`src/rtl/btn_flag_gen.sv`:
```
// Per-button front end: 2-FF synchronizer, debounce FSM, press/long-press flags and a toggle bit.
// Define AUTO_REPEAT_EN to make flag re-pulse every REPEAT_CYC cycles after a long press.
module btn_flag_gen #(
    parameter int unsigned DEBOUNCE_CYC = 4,
    parameter int unsigned LONG_CYC     = 16,
    parameter int unsigned REPEAT_CYC   = 8,
    parameter int unsigned CNT_W        = 8
) (
    input  logic clk,
    input  logic rst_sw,
    input  logic btn_in,
    output logic held,
    output logic flag,
    output logic long_flag,
    output logic toggle
);

    typedef enum logic [1:0] {
        StIdle,
        StPressDb,
        StHeld,
        StRelDb
    } state_e;

    localparam logic [CNT_W-1:0] DbLast   = CNT_W'(DEBOUNCE_CYC - 1);
    localparam logic [CNT_W-1:0] LongMax  = CNT_W'(LONG_CYC);
    localparam logic [CNT_W-1:0] LongLast = CNT_W'(LONG_CYC - 1);

    state_e           state_q;
    logic             sync1_q;
    logic             sync2_q;
    logic [CNT_W-1:0] db_cnt_q;
    logic [CNT_W-1:0] hold_cnt_q;

`ifdef AUTO_REPEAT_EN
    localparam logic [CNT_W-1:0] RepLast = CNT_W'(REPEAT_CYC - 1);
    logic [CNT_W-1:0] rep_cnt_q;
`else
    logic unused_repeat_cyc;
    assign unused_repeat_cyc = ^REPEAT_CYC;
`endif

    always_ff @(posedge clk or negedge rst_sw) begin
        if (!rst_sw) begin
            state_q    <= StIdle;
            sync1_q    <= 1'b0;
            sync2_q    <= 1'b0;
            db_cnt_q   <= '0;
            hold_cnt_q <= '0;
            held       <= 1'b0;
            flag       <= 1'b0;
            long_flag  <= 1'b0;
            toggle     <= 1'b0;
`ifdef AUTO_REPEAT_EN
            rep_cnt_q  <= '0;
`endif
        end else begin
            sync1_q   <= btn_in;
            sync2_q   <= sync1_q;
            flag      <= 1'b0;
            long_flag <= 1'b0;

            unique case (state_q)
                StIdle: begin
                    if (sync2_q) begin
                        state_q  <= StPressDb;
                        db_cnt_q <= '0;
                    end
                end

                StPressDb: begin
                    if (!sync2_q) begin
                        state_q <= StIdle;
                    end else if (db_cnt_q == DbLast) begin
                        state_q    <= StHeld;
                        held       <= 1'b1;
                        flag       <= 1'b1;
                        toggle     <= ~toggle;
                        hold_cnt_q <= '0;
`ifdef AUTO_REPEAT_EN
                        rep_cnt_q  <= '0;
`endif
                    end else begin
                        db_cnt_q <= db_cnt_q + 1'b1;
                    end
                end

                StHeld: begin
                    if (!sync2_q) begin
                        state_q  <= StRelDb;
                        db_cnt_q <= '0;
                    end else if (hold_cnt_q < LongMax) begin
                        // Saturating, so long_flag can fire only once per press.
                        hold_cnt_q <= hold_cnt_q + 1'b1;
                        if (hold_cnt_q == LongLast) begin
                            long_flag <= 1'b1;
                        end
`ifdef AUTO_REPEAT_EN
                    end else if (rep_cnt_q == RepLast) begin
                        flag      <= 1'b1;
                        toggle    <= ~toggle;
                        rep_cnt_q <= '0;
                    end else begin
                        rep_cnt_q <= rep_cnt_q + 1'b1;
`endif
                    end
                end

                StRelDb: begin
                    // A bounce back to high resumes HELD with counters intact and no new flag.
                    if (sync2_q) begin
                        state_q <= StHeld;
                    end else if (db_cnt_q == DbLast) begin
                        state_q <= StIdle;
                        held    <= 1'b0;
`ifdef AUTO_REPEAT_EN
                        rep_cnt_q <= '0;
`endif
                    end else begin
                        db_cnt_q <= db_cnt_q + 1'b1;
                    end
                end

                default: begin
                    state_q <= StIdle;
                    held    <= 1'b0;
                end
            endcase
        end
    end

endmodule

```
`config.mk`:
```
export PLATFORM = sky130hd
export DESIGN_NAME = btn_flag_gen
export DESIGN_NICKNAME = d
export VERILOG_FILES = /design/src/rtl/btn_flag_gen.sv
export SDC_FILE = /design/constraint.sdc
export NUM_CORES = 1
export LEC_CHECK = 0
export BUFFER_PORTS_ARGS = -buffer_cell sky130_fd_sc_hd__clkbuf_2
export CORE_MARGIN = 1
export CORE_UTILIZATION = 57
export CTS_BUF_LIST = sky130_fd_sc_hd__clkbuf_16
export DETAILED_ROUTE_END_ITERATION = 8
export HOLD_SLACK_MARGIN = 0.06
export MAX_ROUTING_LAYER = met4
export PLACE_DENSITY = 0.76
export SLEW_MARGIN = 5
export SYNTH_ARGS = -nofsm -noshare
export SYNTH_HDL_FRONTEND = slang
export SYNTH_SLANG_ARGS = --single-unit
```
`constraint.sdc`:
```
create_clock -name clk -period 1.9 [get_ports clk]
set_input_delay 0.38 -clock clk [delete_from_list [all_inputs] [get_ports clk]]
set_output_delay 0.38 -clock clk [all_outputs]
set_load 0.01 [all_outputs]
```
==> impl_metrics.py <==
metrics = {
    "global_route": {
        "initial_antenna_violation_count": 0,
        "grt_remaining_overflow": 0,
        "grt_most_used_layer": "met1",
        "grt_resource_usage_total_pct": 21.0,
        "global_route.usage.met3_pct": 5.95,
        "use_met1_pct": 28.8,
        "grt_first_pass_wirelength_mm": 2.95,
        "globalRouteMet2Util_pct": 27.9,
        "grt_max_degree": 25,
        "grt_pass1_vias": 670,
    },
    "sta": {
        "skew_ps": 2.80,
        "fin_tns_setup_ps": 0,
        "maxClockFrequency_mhz": 618,
        "tightest_slew_ps": 554,
        "setup_viol_count_final": 0,
        "final_critical_path_setup_slack_ps": 281,
        "grt_setup_unrepaired": "no",
        "max_slew_headroom_at_the_worst_pin_pct": 63.1,
        "period_minus_slack_ps": 1620,
        "report.final.slew_viol_count": 0,
        "hold_fails_final_rpt": 0,
        "final.period_utilization_pct": 85.2,
    },
    "worst_setup_path": {
        "worstPathRequired_ps": 2070,
        "critical_path.startpoint_type": "register",
        "path_cells": "ha_1, nor4b_4, a211oi_2, o21ai_1, a31oi_1",
        "path_class": "reg2reg",
        "cp-end-kind": "register",
        "maximum_net_fanout_on_the_critical_path": 7,
        "startpoint": "db_cnt_q[0]",
        "slowest_cell_on_the_critical_path": "sky130_fd_sc_hd__a211oi_2",
        "worstReg2RegStart": "db_cnt_q[0]",
        "max_stage_delay_ps": 430,
        "crit_arrival_ps": 1790,
        "worstRegToRegCells": 5,
        "rr_endpoint": "db_cnt_q[5]",
        "regToRegSetupSlack_ps": 280,
    },
    "final_layout": {
        "finalNonFillerCells": 128,
        "area.growth.synth_to_final_pct": 10.3,
        "multi_input_comb_area_um2": 455,
        "drive_above_1_share_pct": 16.5,
        "layout.nets": 109,
        "ff_latch_area_um2": 601,
        "utilization_pct": 68.9,
        "num-fill-cells": 147,
        "n_antenna_cell": 0,
    },
    "placement": {
        "place.detailed.instances": 124,
        "post-place-ws_ps": 301,
        "dp_wirelength_mm": 1.24,
        "placement.io_buffers": 6,
        "routabilityCongestion": 0.867,
    },
    "floorplan": {
        "core.rowCount": 15,
        "design.die.area_um2": 2110,
        "floorplan.initialDensity_pct": 62.4,
        "core-area_um2": 1760,
        "pin_count": 7,
        "floorplan.die.width_um": 46.0,
        "die_span_in_y_um": 46.0,
    },
    "synth": {
        "netlist_area_um2": 1100,
        "yosys_register_bits": 24,
        "synth-edff-count": 0,
        "synth_top_area_cell": "sky130_fd_sc_hd__dfrtp_1",
        "avgSynthCellArea_um2": 11.5,
        "leading_cell_types_by_total_area_after_synthesis": "sky130_fd_sc_hd__dfrtp_1 (55%), sky130_fd_sc_hd__xor2_1 (4.0%), sky130_fd_sc_hd__nand3_1 (3.2%)",
        "synthTopCellsByCount": "sky130_fd_sc_hd__dfrtp_1 (24), sky130_fd_sc_hd__nand3_1 (7), sky130_fd_sc_hd__nor2_1 (7)",
        "synthDominantCellAreaShare_pct": 54.5,
        "synth_top_flop_cell": "sky130_fd_sc_hd__dfrtp_1",
        "synth_cell_types": 35,
        "yosysWarningCount": 0,
        "yosysSeqAreaShare_pct": 54.5,
        "most_repeated_cell_in_the_gate_level_netlist_after_synthesis": "sky130_fd_sc_hd__dfrtp_1",
        "mapped_cells": 96,
        "syn-num-nets": 101,
        "asyncSetResetFlopFracSynth_pct": 100,
    },
    "drt": {
        "ant_nets": 0,
        "via_per_inst": 5.60,
        "totalWireLength_mm": 1.75,
        "vias": 717,
        "routed_wire_length_per_instance_um": 13.7,
        "detailedRoute.firstPassIterationCount": 4,
        "drtIter0Drc": 14,
        "route.detailed.drc": 0,
    },
    "power_and_ir_drop": {
        "ir_worst_vdd_uv": 763,
        "cellLeakagePower_uw": 0.000585,
        "power_density_nw_per_um2": 1220,
    },
    "clock_tree": {
        "max-clock-path-buffers": 2,
        "cts.clk_slew.worst_paths_ps": 60,
        "cts_tree": "done",
        "cts_hold_buf": 0,
        "cts_resized": 0,
        "ctsHtreeMaxLevel": 1,
        "clock_sinks": 24,
        "clk-insertion-delay-late_ps": 250,
        "post_cts_buffers": 0,
        "cts_root_buffer": "sky130_fd_sc_hd__clkbuf_16",
        "tritoncts.num_buffers": 3,
    },
    "run": {
        "drv.max_cap_violation_count": 0,
    },
    "status": {
        "outcome": "complete, no violations",
    },
    "min_path": {
        "worst_hold_path_type": "in2async",
    },
}
## per-stage QoR
| step | power [uW] | hold WS (ps) | cell area, um2 |
|---|---|---|---|
| after global routing | 1580 | 166 | 1210 |
| after floorplan | 985 | 84.4 | 1100 |
| after global placement | 1040 | 332 | 1140 |
| after CTS | 1490 | 128 | 1210 |
| after detailed placement | 1050 | 352 | 1140 |
| final | 1480 | 105 | 1210 |
## cell usage in the layout (no fill, tap or decap), drive strengths merged, types with 2 or more instances in the layout
cell type / n
dfrtp: 24
clkbuf: 9
nand3: 7
nor2: 7
xor2: 5
nand2: 5
inv: 5
o21ai: 5
a21oi: 3
a31oi: 3
and2: 3
nor3: 3
nand2b: 2
and3: 2
a22o: 2
ha: 2
nand4: 2
xnor2: 2
mux2: 2
## worst max path at each step
| stage | depth (start not counted) | endpoint | slack [ps] |
|---|---|---|---|
| after floorplan | 4 | register | 400 |
| after global placement | 4 | register | 340 |
| after detailed placement | 5 | hold_cnt_q[3] | 300 |
| after CTS | 5 | hold_cnt_q[3] | 270 |
| after global routing | 5 | hold_cnt_q[3] | 100 |
| final | 5 | db_cnt_q[5] | 280 |
## layout make-up
class / instances / share of cell area (%)
Inverter: 5 / 1.54
Sequential cell: 24 / 49.4
Multi-Input combinational cell: 64 / 37.5
Clock buffer: 3 / 6.18
Timing Repair Buffer: 6 / 2.47
Tap cell: 25 / 2.57
Clock inverter: 1 / 0.309
## worst max-delay path, delay by kind of cell (launching register included)
family	cells	cell delay [ps]
compound gates	3	740
flops	1	400
fa+ha+maj	1	240
simple gates	1	160
## per-layer routing
layer	vias to the layer above	wire, um	part of all wire [%]
li1	350	-	-
met1	345	867	50
met2	16	763	44
met3	6	79	4.5
met4	0	40	2.3
met5	-	0	0
## state kept, by name, summed over array words and instances, names as in the netlist, named ones only
| name | count |
|---|---|
| db_cnt_q | 8 |
| flag | 1 |
| held | 1 |
| hold_cnt_q | 8 |
| long_flag | 1 |
| state_q | 1 |
| sync1_q | 1 |
| sync2_q | 1 |
| toggle | 1 |
## cells by family after synthesis
group | share of synthesized area (%)
AO/OA/AOI/OAI | 12.0
XOR/XNOR | 6.25
adder cells (fa/ha/maj) | 2.27
buffers and inverters | 4.09
flip-flops | 54.5
multiplexers | 2.05
AND/OR/NAND/NOR | 18.8
## where the power goes
group          switching (uW)  total (uW)  internal (uW)
Clock                     156         436            280
Combinational             187         340            153
Sequential                108         705            597
Total                     451        1480           1030
Power figures use the tool's default switching activity.
